[config.mk]
export PLATFORM = sky130hd
export DESIGN_NAME = ram_responder_flat
export DESIGN_NICKNAME = d
export VERILOG_FILES = /design/src/rtl/ram_responder_if.sv /design/src/rtl/ram_responder.sv /design/src/flat_wrapper.sv
export SDC_FILE = /design/constraint.sdc
export NUM_CORES = 2
export LEC_CHECK = 0
export ABC_AREA = 1
export CORE_MARGIN = 2
export CORE_UTILIZATION = 59
export CTS_BUF_LIST = sky130_fd_sc_hd__clkbuf_4 sky130_fd_sc_hd__clkbuf_8
export DETAILED_ROUTE_END_ITERATION = 10
export GPL_ROUTABILITY_DRIVEN = 0
export PLACE_DENSITY_LB_ADDON = 0.3
export SYNTH_ARGS = -nofsm -noshare
export SYNTH_HDL_FRONTEND = slang
export SYNTH_SLANG_ARGS = --single-unit
[constraint.sdc]
create_clock -name Clk -period 3.6 [get_ports Clk]
set_input_delay 1.08 -clock Clk [delete_from_list [all_inputs] [get_ports Clk]]
set_output_delay 1.08 -clock Clk [all_outputs]
set_load 0.02 [all_outputs]
[src/rtl/ram_responder_if.sv]
// Shared system-bus view of the RAM responder: CPU/dma masters drive the
// request side, the responder returns registered read data.
`timescale 1ns/1ps
interface ram_responder_if;
  logic       Cs;
  logic       Wena;
  logic       Oen;
  logic [7:0] Address;
  logic [7:0] DataIn;
  logic [7:0] DataOut;

  modport master (
    output Cs, Wena, Oen, Address, DataIn,
    input  DataOut
  );

  modport slave (
    input  Cs, Wena, Oen, Address, DataIn,
    output DataOut
  );
endinterface

[src/rtl/ram_responder.sv]
// RAM-side bus responder: a resettable special-register window (switches,
// temperature display, mailboxes) below general-purpose storage that survives reset.
`timescale 1ns/1ps
module ram_responder #(
  parameter logic [7:0] SPECIAL_TOP = 8'h3F,
  parameter logic [7:0] TEMP_ADDR   = 8'h31,
  parameter logic [7:0] TEMP_RESET  = 8'h14,
  parameter logic [7:0] SW_BASE     = 8'h10
) (
  input  logic                  Clk,
  input  logic                  Rst_n,
  ram_responder_if.slave        bus,
  output logic [7:0]            Switches,
  output logic [6:0]            Temp_H,
  output logic [6:0]            Temp_L
);

  localparam int SPECIAL_DEPTH = int'(SPECIAL_TOP) + 1;
  localparam int GP_DEPTH      = 256 - SPECIAL_DEPTH;
  localparam int SP_AW         = $clog2(SPECIAL_DEPTH);
  localparam int GP_AW         = $clog2(GP_DEPTH);
  localparam logic [6:0] SEG_DASH = 7'b1000000;

  logic             write_en;
  logic             read_en;
  logic             in_special;
  logic [SP_AW-1:0] sp_index;
  logic [GP_AW-1:0] gp_index;

  logic [7:0] special_reg [SPECIAL_DEPTH];
  logic [7:0] gp_mem      [GP_DEPTH];
  logic [7:0] data_out_reg;
  logic [7:0] data_out_next;

  // A simultaneous write and read request is treated as a write only.
  assign write_en   = bus.Cs & bus.Wena;
  assign read_en    = bus.Cs & bus.Oen & ~bus.Wena;
  assign in_special = (bus.Address <= SPECIAL_TOP);
  assign sp_index   = bus.Address[SP_AW-1:0];
  assign gp_index   = GP_AW'(bus.Address - (SPECIAL_TOP + 8'd1));

  always_ff @(posedge Clk or negedge Rst_n) begin
    if (!Rst_n) begin
      for (int i = 0; i < SPECIAL_DEPTH; i++) begin
        special_reg[i] <= (i == int'(TEMP_ADDR)) ? TEMP_RESET : 8'h00;
      end
    end else if (write_en && in_special) begin
      special_reg[sp_index] <= bus.DataIn;
    end
  end

  // General storage has no reset; Rst_n only blocks a write caught by reset.
  always_ff @(posedge Clk) begin
    if (Rst_n && write_en && !in_special) begin
      gp_mem[gp_index] <= bus.DataIn;
    end
  end

  always_comb begin
    data_out_next = data_out_reg;
    if (read_en) begin
      data_out_next = in_special ? special_reg[sp_index] : gp_mem[gp_index];
    end
  end

  always_ff @(posedge Clk or negedge Rst_n) begin
    if (!Rst_n) begin
      data_out_reg <= 8'h00;
    end else begin
      data_out_reg <= data_out_next;
    end
  end

  assign bus.DataOut = data_out_reg;

  generate
    for (genvar gi = 0; gi < 8; gi++) begin : g_switch
      assign Switches[gi] = special_reg[int'(SW_BASE) + gi][0];
    end
  endgenerate

  function automatic logic [6:0] seg_code(input logic [3:0] digit);
    logic [6:0] code;
    case (digit)
      4'd0:    code = 7'h3F;
      4'd1:    code = 7'h06;
      4'd2:    code = 7'h5B;
      4'd3:    code = 7'h4F;
      4'd4:    code = 7'h66;
      4'd5:    code = 7'h6D;
      4'd6:    code = 7'h7D;
      4'd7:    code = 7'h07;
      4'd8:    code = 7'h7F;
      4'd9:    code = 7'h6F;
      default: code = SEG_DASH;
    endcase
    return code;
  endfunction

  logic [7:0] temp_value;
  logic [7:0] tens_digit;
  logic [7:0] units_digit;

  assign temp_value  = special_reg[SP_AW'(TEMP_ADDR)];
  assign tens_digit  = temp_value / 8'd10;
  assign units_digit = temp_value % 8'd10;

  always_comb begin
    Temp_H = SEG_DASH;
    Temp_L = SEG_DASH;
    if (temp_value <= 8'd99) begin
      Temp_H = seg_code(tens_digit[3:0]);
      Temp_L = seg_code(units_digit[3:0]);
    end
  end

endmodule

[src/flat_wrapper.sv]
// flat-port wrapper written by rule: the top's interface ports become plain ports
module ram_responder_flat 
#(
  parameter logic [7:0] SPECIAL_TOP = 8'h3F,
  parameter logic [7:0] TEMP_ADDR   = 8'h31,
  parameter logic [7:0] TEMP_RESET  = 8'h14,
  parameter logic [7:0] SW_BASE     = 8'h10
)
  (Clk, Rst_n, Switches, Temp_H, Temp_L, bus_Cs, bus_Wena, bus_Oen, bus_Address, bus_DataIn, bus_DataOut);
  ram_responder_if bus_i ();
  input  logic Clk;
  input  logic Rst_n;
  output logic [7:0] Switches;
  output logic [6:0] Temp_H;
  output logic [6:0] Temp_L;
  input wire logic [$bits(bus_i.Cs)-1:0] bus_Cs;
  input wire logic [$bits(bus_i.Wena)-1:0] bus_Wena;
  input wire logic [$bits(bus_i.Oen)-1:0] bus_Oen;
  input wire logic [$bits(bus_i.Address)-1:0] bus_Address;
  input wire logic [$bits(bus_i.DataIn)-1:0] bus_DataIn;
  output wire logic [$bits(bus_i.DataOut)-1:0] bus_DataOut;
  assign bus_i.Cs = bus_Cs;
  assign bus_i.Wena = bus_Wena;
  assign bus_i.Oen = bus_Oen;
  assign bus_i.Address = bus_Address;
  assign bus_i.DataIn = bus_DataIn;
  assign bus_DataOut = bus_i.DataOut;
  ram_responder #(.SPECIAL_TOP(SPECIAL_TOP), .TEMP_ADDR(TEMP_ADDR), .TEMP_RESET(TEMP_RESET), .SW_BASE(SW_BASE)) u_core (.Clk(Clk), .Rst_n(Rst_n), .bus(bus_i), .Switches(Switches), .Temp_H(Temp_H), .Temp_L(Temp_L));
endmodule
Word level (Yosys, flattened, before mapping)
Memories as Yosys holds them, arrays and structs flattened.
Cells that the tools add are included.
{"block": "op_classes", "addsub": 1, "n_div": 2, "n_lt_le_gt_ge": 4, "mux": 11, "bitwise_logic": 5, "n_reduce_logical": 5}
{"cell": "512-bit bitwise mux", "count": 1}
{"cell": "8-bit binary-select mux with 6-bit select", "count": 1}
{"cell": "8-bit demux with 6-bit select", "count": 1}
{"cell": "8-bit two-way mux", "count": 4}
{"cell": "7-bit two-way mux", "count": 2}
{"cell": "8-bit by 4-bit divider with 8-bit output (second input constant)", "count": 1}
{"cell": "8-bit by 6-bit less-or-equal comparator with 1-bit output (second input constant)", "count": 1}
{"cell": "8-bit by 7-bit less-or-equal comparator with 1-bit output (second input constant)", "count": 1}
{"cell": "8-bit by 4-bit remainder unit with 8-bit output (second input constant)", "count": 1}
{"cell": "8-bit by 7-bit subtractor with 8-bit output (second input constant)", "count": 1}
{"cell": "7-bit greater-or-equal comparator (second input constant)", "count": 1}
{"cell": "7-bit by 1-bit less-than comparator with 1-bit output (second input constant)", "count": 1}
{"cell": "6-bit inverter with 7-bit output", "count": 1}
{"cell": "1-bit logical AND", "count": 4}
{"cell": "1-bit bitwise AND", "count": 3}
{"cell": "1-bit two-way mux", "count": 2}
{"cell": "1-bit zero test", "count": 1}
{"cell": "1-bit inverter", "count": 1}
{"block": "word_totals", "register_bits": 520, "ramBits": 1536, "romBits": 224, "input_bits": 21, "output_inout_bits": 30, "elab_cells": 96, "memories": 3}
{"memory": "u_core.gp_mem", "words": 192, "word_bits": 8, "read_ports": 1, "rd_clocked_by_memory_dff": 0, "write_ports": 1, "line": "ram_responder.sv:31", "rtl": "logic [7:0] gp_mem [GP_DEPTH];"}
{"memory": "(no name shown)", "words": 16, "word_bits": 7, "read_ports": 1, "rd_clocked_by_memory_dff": 0, "write_ports": 0, "line": "ram_responder.sv:84", "rtl": "case (digit)"}
{"memory": "(no name shown)", "words": 16, "word_bits": 7, "read_ports": 1, "rd_clocked_by_memory_dff": 0, "write_ports": 0, "line": "ram_responder.sv:84"}

Logic depth before layout (Yosys ltp)
{"block": "logic_depth", "word_depth": 6, "mapped_depth": 27, "ltp_nobuf": 27}

Worst setup path after synthesis
No wires, ideal clock.
{"block": "synth_timing", "path_type": "register -> output", "startpoint": "reg u_core.special_reg, in the netlist u_core.temp_value[5]", "endpoint": "out Temp_L[3]", "t_arrival_ns": 2.885, "t_required_ns": 2.520, "setup_slack_ns": -0.365, "stages_incl_launch_ff": 24, "n_path_buf": 0, "cell_sequence": "dfrtp_1 > inv_2 > nand2_1 > o211ai_1 > nand3_4 > nand2_4 > nand3_2 > nand2_2 > nand2_2 > nand2_4 > nand2_4 > inv_2 > nand2_2 > nand2_4 > clkinv_4 > nand2_8 > xor2_2 > inv_1 > ha_1 > inv_1 > nand3_1 > nand3_1 > nand2_1 > inv_1"}
{"block": "synth_between", "elab_chain_len": 3, "word_cells_on_any_way": 4}
{"element": "from (decl)", "line": "ram_responder.sv:30", "rtl": "logic [7:0] special_reg [SPECIAL_DEPTH];"}
{"element": "from (signal, indexed assignment)", "line": "ram_responder.sv:45", "rtl": "special_reg[i] <= (i == int'(TEMP_ADDR)) ? TEMP_RESET : 8'h00;"}
{"element": "from (signal, indexed assignment)", "line": "ram_responder.sv:48", "rtl": "special_reg[sp_index] <= bus.DataIn;"}
{"element": "8-bit by 4-bit remainder unit with 8-bit output", "line": "ram_responder.sv:106", "rtl": "assign units_digit = temp_value % 8'd10;"}
{"element": "memory 16 x 7 bit"}
{"element": "7-bit two-way mux *", "line": "ram_responder.sv:111", "rtl": "if (temp_value <= 8'd99) begin"}
{"element": "to (decl)", "line": "flat_wrapper.sv:15", "rtl": "output logic [6:0] Temp_L;"}
Every way passes the cells marked *; elsewhere a longest branch is shown, timed or not.

Final worst setup path
Ends and elaborated chain as after synthesis.

==> flow_summary.ini <==
[yosys]
yosys.area.top_type = edfxtp_1
synthCells = 6809
synth_cell_type_count = 47
synth_nets = 6843
syn_area_mm2 = 0.08316
synth_xor_area_share_pct = 0.01956
yosysSeqAreaShare_pct = 71.11
synth_warnings = 0
async_flop_share_pct = 25.29
yosys-top-cells-area = edfxtp_1 55%, dfrtp_1 16%, nand3_1 9.5%, a22oi_1 4.6%, nand2_1 4.1%
synthTopCellsByCount = 1573 x nand3_1, 1536 x edfxtp_1, 899 x nand2_1, 529 x o21ai_0, 518 x dfrtp_1
synth_compound_area_share_pct = 10.11
yosysTopAreaCellShare_pct = 55.46
synthMuxAreaShare_pct = 0
ys_seq_elements = 2056
yosysMostFrequentCell = nand3_1
synth_area_per_cell_um2 = 12.21
synth_top_family_by_area = simple AND/OR/NAND/NOR gates
ys.flop_type = edfxtp_1
synthAdderAreaFrac_pct = 0.1956
synth-edff-count = 1536
synthSimpleGateAreaFrac_pct = 15.59

[cells_and_area]
multi_input_area_mm2 = 0.02175
ff_latch_area_mm2 = 0.05914
fin_cells = 9537
largest_reg_flops = 1536
drive_gt1_share_pct = 18.75
nFillCells = 9404
fin_nets = 7457
final_util_pct = 70.11
synthToLayoutAreaGrowth_pct = 17.78

[sta]
relSlewSlack_pct = 36.57
fmax_mhz = 195.5
holdWs_ns = 0.2569
period_share_pct = 142.1
setup_viol = 14
final.setup.worst_slack_ns = -1.514
finalHoldViolations = 0
report.final.slew_viol_count = 0
finalCriticalPeriod_ns = 5.114
tightest_slew_ns = 0.9515
finalSetupTns_ns = -19.95
rsz0062_at_grt = true
fin_skew_ns = 0.04585

[floorplan]
initial_utilization_pct = 59.53
rows = 137
pin_count = 51
die_w_um = 379.4
die_height_um = 379.4
die-area_mm2 = 0.1440
core_mm2 = 0.1397

[clocking]
postCtsHoldBufs = 0
cts-buffers-inserted = 333
cts_max_path_buffers = 4
tritoncts = yes
clock-sinks = 2056
clk_pin_slew_ns = 0.06
clockRootBuffer = clkbuf_8
worstSkewPairLatency_ns = 1.01
htreeDepth = 5

[place]
dp_cells = 8951
pre_cts_slack_ns = -0.9621
place_hpwl_um = 143200
port_buffers = 50

[detailed_routing]
dr.pass1.iters = 7
drc = 0
vias_per_cell = 6.417
wl_per_cell_um = 24.81
final_antenna_net_count = 0
postRouteWirelength_um = 236600
first_iter_violations = 8845
vias = 61200

[setup_path]
startpoint_type = flop
worstSetupPathType = reg -> out
cpMaxStageDelayCell = dfrtp_1
critPathMaxFanout = 4
cp.required_ns = 2.52
cp-end-kind = output pin
critPathArrivalTime_ns = 4.03
crit_path_max_incr_delay_ns = 0.41

[power]
p_per_area_mw_per_mm2 = 503.2
ir_worst_vdd_mv = 0.5491
p_leak_nw = 36.40

[outcome]
violations = setup timing
status = complete, but fails checks

[global_routing]
antenna_found_initial = 5
grt_pass1_vias = 58480
track_usage_pct = 32.94
gr-usage-met1_pct = 45.12
gr-max-usage-layer = met2
grt_max_degree = 159
grt_overflow_total = 0
met2_usage_pct = 50.10
grt_pass1_wl_um = 356800
use_met3_pct = 7.955

[worst_hold_path]
hold_class = in -> async

[run]
max_cap_violations = 0
-- per-stage QoR --
step | area (µm²) | power (mW)
floorplan | 83230 | 27.90
global placement | 91290 | 29.70
detailed placement | 91290 | 29.78
CTS | 97840 | 49.33
global route | 97940 | 50.64
finish | 97950 | 49.29
-- path summary, 6_finish.rpt --
| check | depth (start not counted) | slack [ns] | end | from |
|---|---|---|---|---|
| setup / recovery | 25 | -1.51 | Temp_L[3] | u_core.temp_value[5] |
| hold / removal | 2 | 0.26 | u_core.special_reg[154] | Rst_n |
| setup reg to reg | 12 | 0.95 | u_core.bus.DataOut[1] | u_core.gp_mem[32][1] |
| hold reg to reg | 2 | 0.48 | u_core.special_reg[147] | u_core.special_reg[147] |
| max in group asynchronous | 3 | 2.15 | u_core.special_reg[74] | Rst_n |
| min in group Clk | 1 | 0.39 | u_core.gp_mem[24][7] | bus_DataIn[7] |
-- where the power goes --
part | switching, mW | internal (mW)
Combinational | 2.45 | 1.14
Clock | 8.99 | 10.9
Sequential | 0.124 | 25.7
-- area by class of cell --
type                       instances  share of cell area, %
sequential                      2056                  60.38
multi-input combinational       4127                  22.21
inverter                          65                 0.2695
clock buffer                     462                  5.847
timing repair buffer             840                  8.152
tap                             1876                  2.396
antenna                            4                0.01022
clock inverter                   107                 0.7371
-- placed cells by master, fill, tap and decap left out, drive strengths merged, types with 2 or more instances in the layout --
master,Yosys,routed
a22oi,513,513
a211oi,4,4
o21ai,533,533
o211ai,9,9
bufinv,0,9
a31oi,10,10
a41oi,21,21
nand2,924,924
clkinvlp,0,6
a221oi,69,69
o22a,5,5
edfxtp,1536,1536
o22ai,4,4
dfstp,2,2
inv,55,67
clkbuf,432,462
o221ai,3,3
a22o,72,72
a21oi,27,27
nor3,10,10
nand3b,2,2
clkinv,10,90
dfrtp,518,518
nor2,285,285
ha,13,13
clkdlybuf4s50,0,25
nand3,1580,1580
o2111ai,4,4
buf,129,815
nand4,35,35
diode,0,4
-- timing repair --
action,CTS,global route
setup endpoints to repair,14,14
pin swaps,17,15
setup buffers,8,5
gates resized for setup,94,15
-- cells by family (layout without fill, tap and decap cells) --
group,after synthesis,in the layout
compound gates,1276,1276
flops,2056,2056
fa+ha+maj,13,13
other cells,0,4
buf+inv,626,1474
simple gates,2837,2837
xor+xnor,1,1
-- metal layers --
metal  vias up  routed length, µm
li1      26720                  -
met1     29740              88480
met2      4058             108600
met3       679              28210
met4         2              11290
met5         -                 11
-- worst max-delay path: cells and delay by family (launching register included) --
family	cells	cell delay (ns)
compound gates	2	0.27
fa+ha+maj	1	0.26
xor+xnor	1	0.21
flops	1	0.41
buf+inv	9	0.81
simple gates	12	1.09
(Power assumes the default switching activity.)
